### src/rtl/dcache_arbiter.sv
// Round-robin arbiter sharing the single-port 32x32 dcache between p0 (execute) and p1 (debug/fill).
// Optional perf counters are enabled by defining DCACHE_ARB_PERF_EN.
module dcache_arbiter #(
  parameter logic [3:0]  STR_UOP    = 4'b1001,
  parameter logic [3:0]  LDR_UOP    = 4'b1010,
  parameter logic [3:0]  NOP_UOP    = 4'b0000,
  parameter int unsigned PERF_CNT_W = 16
) (
  input  logic        clock,
  input  logic        reset_n,
  input  logic        p0_req_valid,
  output logic        p0_req_ready,
  input  logic        p0_req_write,
  input  logic [4:0]  p0_req_addr,
  input  logic [31:0] p0_req_wdata,
  output logic        p0_resp_valid,
  output logic [31:0] p0_resp_rdata,
  input  logic        p1_req_valid,
  output logic        p1_req_ready,
  input  logic        p1_req_write,
  input  logic [4:0]  p1_req_addr,
  input  logic [31:0] p1_req_wdata,
  output logic        p1_resp_valid,
  output logic [31:0] p1_resp_rdata,
  output logic [4:0]  dcache_addr,
  output logic [31:0] dcache_data_in,
  output logic [3:0]  dcache_uop,
  input  logic [31:0] dcache_data_out
`ifdef DCACHE_ARB_PERF_EN
  ,
  output logic [PERF_CNT_W-1:0] perf_p0_grants,
  output logic [PERF_CNT_W-1:0] perf_p1_grants,
  output logic [PERF_CNT_W-1:0] perf_conflicts
`endif
);

  if (PERF_CNT_W == 0) begin : g_bad_perf_w
    $error("PERF_CNT_W must be at least 1");
  end

  typedef enum logic [1:0] {IDLE, ISSUE, CAPTURE} state_t;

  state_t state, next_state;
  logic   last_grant;
  logic   cur_port;
  logic   cur_write;
  logic   win0, win1, accept;
  logic   sel_write;
  logic [4:0]  sel_addr;
  logic [31:0] sel_wdata;

  always_comb begin
    // On a tie the port that did not win last time goes; last_grant resets to 1 so p0 wins first.
    win0         = p0_req_valid && (!p1_req_valid || last_grant);
    win1         = p1_req_valid && (!p0_req_valid || !last_grant);
    p0_req_ready = (state == IDLE) && win0;
    p1_req_ready = (state == IDLE) && win1;
    accept       = p0_req_ready || p1_req_ready;
    sel_write    = p1_req_ready ? p1_req_write : p0_req_write;
    sel_addr     = p1_req_ready ? p1_req_addr  : p0_req_addr;
    sel_wdata    = p1_req_ready ? p1_req_wdata : p0_req_wdata;
    next_state   = state;
    case (state)
      IDLE:    if (accept) next_state = ISSUE;
      ISSUE:   next_state = cur_write ? IDLE : CAPTURE;
      CAPTURE: next_state = IDLE;
      default: next_state = IDLE;
    endcase
  end

  always_ff @(posedge clock or negedge reset_n) begin
    if (!reset_n) state <= IDLE;
    else          state <= next_state;
  end

  always_ff @(posedge clock or negedge reset_n) begin
    if (!reset_n) begin
      last_grant     <= 1'b1;
      cur_port       <= 1'b0;
      cur_write      <= 1'b0;
      dcache_addr    <= '0;
      dcache_data_in <= '0;
      dcache_uop     <= NOP_UOP;
      p0_resp_valid  <= 1'b0;
      p1_resp_valid  <= 1'b0;
      p0_resp_rdata  <= '0;
      p1_resp_rdata  <= '0;
    end else begin
      p0_resp_valid <= 1'b0;
      p1_resp_valid <= 1'b0;
      if (accept) begin
        last_grant     <= p1_req_ready;
        cur_port       <= p1_req_ready;
        cur_write      <= sel_write;
        dcache_addr    <= sel_addr;
        dcache_data_in <= sel_wdata;
        dcache_uop     <= sel_write ? STR_UOP : LDR_UOP;
      end
      if (state == ISSUE) begin
        dcache_uop <= NOP_UOP;
        if (cur_write) begin
          if (cur_port) begin
            p1_resp_valid <= 1'b1;
            p1_resp_rdata <= '0;
          end else begin
            p0_resp_valid <= 1'b1;
            p0_resp_rdata <= '0;
          end
        end
      end
      if (state == CAPTURE) begin
        if (cur_port) begin
          p1_resp_valid <= 1'b1;
          p1_resp_rdata <= dcache_data_out;
        end else begin
          p0_resp_valid <= 1'b1;
          p0_resp_rdata <= dcache_data_out;
        end
      end
    end
  end

`ifdef DCACHE_ARB_PERF_EN
  always_ff @(posedge clock or negedge reset_n) begin
    if (!reset_n) begin
      perf_p0_grants <= '0;
      perf_p1_grants <= '0;
      perf_conflicts <= '0;
    end else begin
      if (p0_req_ready && (perf_p0_grants != '1)) perf_p0_grants <= perf_p0_grants + 1'b1;
      if (p1_req_ready && (perf_p1_grants != '1)) perf_p1_grants <= perf_p1_grants + 1'b1;
      if ((state == IDLE) && p0_req_valid && p1_req_valid && (perf_conflicts != '1))
        perf_conflicts <= perf_conflicts + 1'b1;
    end
  end
`endif

endmodule

### config.mk
export PLATFORM = sky130hd
export DESIGN_NAME = dcache_arbiter
export DESIGN_NICKNAME = d
export VERILOG_FILES = /design/src/rtl/dcache_arbiter.sv
export SDC_FILE = /design/constraint.sdc
export NUM_CORES = 1
export LEC_CHECK = 0
export BUFFER_PORTS_ARGS = -buffer_cell sky130_fd_sc_hd__clkbuf_2
export CAP_MARGIN = 10
export CORE_UTILIZATION = 48
export CTS_BUF_LIST = sky130_fd_sc_hd__clkbuf_8
export DETAILED_ROUTE_END_ITERATION = 7
export GPL_ROUTABILITY_DRIVEN = 0
export PLACE_DENSITY = 0.79
export REMOVE_ABC_BUFFERS = 1
export SLEW_MARGIN = 25
export SYNTH_ARGS = -nofsm -noshare
export SYNTH_HDL_FRONTEND = slang
export SYNTH_SLANG_ARGS = --single-unit
### constraint.sdc
create_clock -name clock -period 1.9 [get_ports clock]
set_input_delay 0.57 -clock clock [delete_from_list [all_inputs] [get_ports clock]]
set_output_delay 0.57 -clock clock [all_outputs]
set_load 0.05 [all_outputs]
Yosys cells after proc, flatten, opt, wreduce, memory -nomap -nowiden
Index checks and enable logic that the tools add are counted.
{ "classes": {"eq_ne": 3, "muxes": 29, "reduce_logical": 12} }
{ "op_table": {"columns": ["op", "count"], "rows": [
  ["$mux 32", 11],
  ["$mux 1", 11],
  ["$mux 4", 2],
  ["$mux 2", 3],
  ["$mux 5", 1],
  ["$logic_and 1x1->1", 4],
  ["$pmux 2 s2", 1],
  ["$logic_not 1->1", 3],
  ["$logic_or 1x1->1", 3],
  ["$eq 2x1->1 const B", 1],
  ["$eq 2x2->1 const B", 1],
  ["$logic_not 2->1", 1],
  ["$ne 2x2->1 const B", 1],
  ["$reduce_bool 2->1", 1]
]} }
{ "word_totals": {"ff_bits": 112, "inputBits": 112, "output_inout_bits": 109, "wordCells": 55} }

Depth between registers and ports, before layout
{ "depth": {"ltp_word": 8, "depth_mapped": 5, "ltp_nobuf": 4} }

Worst setup path after synthesis
OpenSTA, ideal clock, no wires.
{ "synth_timing": {"kind": "input-to-output", "start": "in p1_req_valid", "end": "out p1_req_ready", "t_arrival_ns": 1.295, "t_required_ns": 1.330, "setup_slack_ns": 0.035, "stages": 4, "path_buffers": 2, "cell_sequence": "nor3b_2 > and2_1 > buf_4 > buf_6"} }
{ "synth_via": {"elab_chain_cells": 2} }
{ "synth_lines": {"columns": ["element", "line_no", "source"], "rows": [
  ["start, declared", "18", "input logic p1_req_valid,"],
  ["$logic_and 1x1->1", "55", "win1 = p1_req_valid && (!p0_req_valid || !last_grant);"],
  ["$logic_and 1x1->1", "57", "p1_req_ready = (state == IDLE) && win1;"],
  ["end, declared", "19", "output logic p1_req_ready,"]
]} }
No other way between the ends.

Worst setup path in the final report
{ "layout_timing": {"start": "reg last_grant", "end": "out p0_req_ready"} }
{ "layout_via": {"elab_chain_cells": 3} }
{ "layout_lines": {"columns": ["element", "line_no", "source"], "rows": [
  ["start, declared", "44", "logic last_grant;"],
  ["start signal, assigned", "92", "last_grant <= p1_req_ready;"],
  ["$logic_or 1x1->1", "54", "win0 = p0_req_valid && (!p1_req_valid || last_grant);"],
  ["$logic_and 1x1->1", "54", null],
  ["$logic_and 1x1->1", "56", "p0_req_ready = (state == IDLE) && win0;"],
  ["end, declared", "12", "output logic p0_req_ready,"]
]} }
No other way between the ends.

==> flow_metrics.py <==
metrics = {
    "cells_and_area": {
        "num_antenna_cells": 0,
        "layout-drive-gt1-share": 0.4502,
        "multi_input_area_um2": 1546,
        "fill_cells": 726,
        "final_area_um2": 6220,
        "syn_to_final_growth_pct": 33.20,
        "seq_area_um2": 2781,
        "nNetsFinal": 720,
    },
    "critical_path": {
        "cp-end-kind": "output port",
        "setup.worst_path.start": "last_grant",
        "r2r-end": "dcache_data_in[2]",
        "r2r_cells": 4,
        "cpPeakStageDelay_ps": 570,
        "arrival_ps": 1400,
        "path_cells": "nand2b_1 -> and3_4 -> clkbuf_16",
        "cp-endpoint": "p0_req_ready",
        "worst_ep_required_time_ps": 1330,
        "critical_path.max_fanout": 4,
        "worst-path-stages": 3,
        "r2r_start": "last_grant",
        "critPathLaunchType": "flop",
        "critPathTopFamily": "flip-flops",
        "setup.reg_to_reg.worst_slack_ps": 270,
        "path_buf_inv": 1,
        "critical_path_class": "flop to output port",
        "worst_path_max_delay_cell": "dfstp_2",
    },
    "run_status": {
        "outcome": "finished, violations left",
        "violations": "setup timing",
    },
    "yosys": {
        "synth_top_area_share": 0.5895,
        "synthCells": 396,
        "yosys_warnings": 0,
        "synth_area_um2": 4669,
        "ys_seq_area_frac": 0.5951,
        "ys_ff_latch": 111,
        "synth_area_leaders": "dfrtp_1 (59%), a22o_1 (12%), nand3_1 (4.0%)",
        "synth_cell_types": 35,
        "yosysTopAreaCell": "dfrtp_1",
        "avgSynthCellArea_um2": 11.79,
    },
    "pwr": {
        "powerDensity_nw_per_um2": 2096,
        "ir_drop_mv": 1.076,
        "p_leak_nw": 3.301,
    },
    "sta": {
        "finClkSkew_ps": 17.88,
        "setup_tns_ps": -99.19,
        "fin_crit_ps": 1965,
        "fin_ws_ps": -65.35,
        "holdWs_ps": 431.1,
        "drv_slew": 0,
        "fmax_ghz": 0.5088,
        "setup_violations": 2,
        "finalHoldViolations": 0,
        "rsz0062_at_grt": "true",
        "finalCritPeriodShare": 1.034,
    },
    "clocking": {
        "cts_made_buffers": 9,
        "cts_tree": "built",
        "cts_root_buffer": "clkbuf_8",
        "cts_sinks": 111,
        "htreeDepth": 3,
        "cts_buffer_depth": 2,
        "clk_latency_ps": 370,
        "clkTransAtPathRegs_ps": 120,
    },
    "floorplan": {
        "floorplan.initialDensity": 0.5006,
        "dieArea_um2": 10130,
        "die_w_um": 100.6,
        "core_um2": 9328,
        "num_rows": 35,
        "die_h_um": 100.6,
        "num_io_pins": 221,
    },
    "global_routing": {
        "antenna_found_initial": 0,
        "overflow": 0,
        "grt_pass1_vias": 3955,
        "grt_use_total": 0.2553,
        "grt_max_degree": 69,
        "grt_first_pass_wirelength_mm": 20.07,
    },
    "run": {
        "cap_viol_max_count": 0,
    },
    "route": {
        "drc": 0,
        "postRouteAntennaNets": 0,
        "drtPass1Iterations": 4,
        "wl_per_cell_um": 17.38,
        "drt_wl_total_mm": 12.89,
        "num_vias": 4170,
        "via_per_inst": 5.620,
        "drt_iter0_drc": 119,
    },
    "placed_design": {
        "dpl-instance-area_um2": 5946,
        "dp_hpwl_mm": 9.008,
        "port_buffers": 219,
    },
    "hold_path": {
        "min_path_type": "input pin to flop",
    },
}
## how the worst min path moves through the flow
stage	startpoint	to	slack [ps]	cells after the start
after CTS	dcache_data_out[28]	p1_resp_rdata[28]	410	2
after floorplan	reset_n	cur_port	270	0
final	dcache_data_out[28]	p1_resp_rdata[28]	430	2
after global routing	dcache_data_out[14]	p0_resp_rdata[14]	410	2
after detailed placement	reset_n	dcache_data_in[14]	380	1
after global placement	reset_n	dcache_data_in[14]	380	1
## layout make-up
cell class / instances / area share
flip-flops and latches: 111 / 0.4472
clock buffers: 9 / 0.01992
inverters: 42 / 0.02535
well taps: 129 / 0.02595
repair buffers: 240 / 0.2201
multi-input cells: 204 / 0.2486
clock inverters: 7 / 0.01287
## per-stage QoR
stage | std cells | util | total power [mW] | setup WS [ps]
floorplan | 357 | - | 9.308 | -1712
global placement | 721 | 0.6374 | 11.39 | 15.94
detailed placement | 721 | 0.6374 | 11.56 | -33.40
CTS | 738 | 0.6636 | 13.03 | -99.68
global route | 742 | 0.6668 | 13.71 | -124.8
finish | 742 | 0.6668 | 13.04 | -65.35
## power by group
| group | switching [mW] | leakage (nW) | total [mW] | internal, mW |
|---|---|---|---|---|
| combinational | 5.52 | 1.78 | 7.60 | 2.08 |
| clock | 0.892 | 0.0990 | 1.42 | 0.523 |
| sequential | 0.623 | 1.42 | 4.02 | 3.40 |
| total | 7.03 | 3.30 | 13.0 | 6.01 |
## per-layer routing
| metal | wire, um | vias up | global-route usage |
|---|---|---|---|
| met5 | 0 | - | 0 |
| met4 | 271 | 0 | 0.09365 |
| met3 | 1097 | 23 | 0.06727 |
| met2 | 6038 | 221 | 0.4031 |
| met1 | 5487 | 2036 | 0.3404 |
| li1 | - | 1890 | - |
## cell families after synthesis
| group | share of synthesized area |
|---|---|
| other | 0.0008031 |
| and+or+nand+nor | 0.06083 |
| AOI/OAI and AO/OA | 0.2637 |
| buffers and inverters | 0.07958 |
| DFF | 0.5951 |
## synthesized netlist by cell type
| cell type | number |
|---|---|
| a21boi_0 | 1 |
| and3b_1 | 1 |
| a221oi_1 | 1 |
| nor2b_1 | 1 |
| nand2b_1 | 2 |
| a211oi_2 | 1 |
| o21ai_1 | 1 |
| nor3b_2 | 1 |
| buf_2 | 15 |
| inv_1 | 42 |
| conb_1 | 1 |
| and3_1 | 1 |
| a22o_1 | 64 |
| buf_4 | 11 |
| buf_6 | 1 |
| and2_1 | 3 |
| nand3_1 | 37 |
| o21a_1 | 1 |
| o311ai_2 | 8 |
| o21ai_0 | 37 |
| a32o_1 | 1 |
| nor2_1 | 4 |
| clkbuf_1 | 12 |
| nor2b_2 | 1 |
| o21ai_2 | 2 |
| o311ai_1 | 20 |
| dfrtp_1 | 110 |
| o21bai_1 | 1 |
| a2bb2oi_1 | 1 |
| o311ai_0 | 9 |
| nand2_1 | 1 |
| a31oi_1 | 1 |
| a21bo_2 | 1 |
| dfstp_2 | 1 |
| or2_1 | 1 |
## what timing repair did
item                                    CTS  global route
cloned                                    0             0
resized for setup                         8             0
setup buffers                             0             4
pin swaps                                 0             0
endpoints found under the hold margin     1             0
endpoints found under the setup margin    2             2
hold buffers                              1             0
## registers in the layout, indices dropped and copies added, names as in the netlist
| register | count |
|---|---|
| cur_port | 1 |
| cur_write | 1 |
| dcache_addr | 5 |
| dcache_data_in | 32 |
| dcache_uop | 3 |
| last_grant | 1 |
| p0_resp_rdata | 32 |
| p0_resp_valid | 1 |
| p1_resp_rdata | 32 |
| p1_resp_valid | 1 |
| state | 2 |
## cell usage in the layout (no fill, tap or decap), types with 2 or more instances in the layout
cell	n
o311ai_0	9
o311ai_2	8
a22o_1	64
inv_8	2
o21ai_0	37
dfrtp_2	2
and2_1	2
buf_4	15
o21ai_2	2
inv_1	42
clkbuf_8	9
nand3_1	37
buf_12	7
nand2b_1	2
clkinv_8	2
clkinv_4	2
dfrtp_1	108
nor2_1	3
clkbuf_2	216
o311ai_1	20
Power figures use the tool's default switching activity.
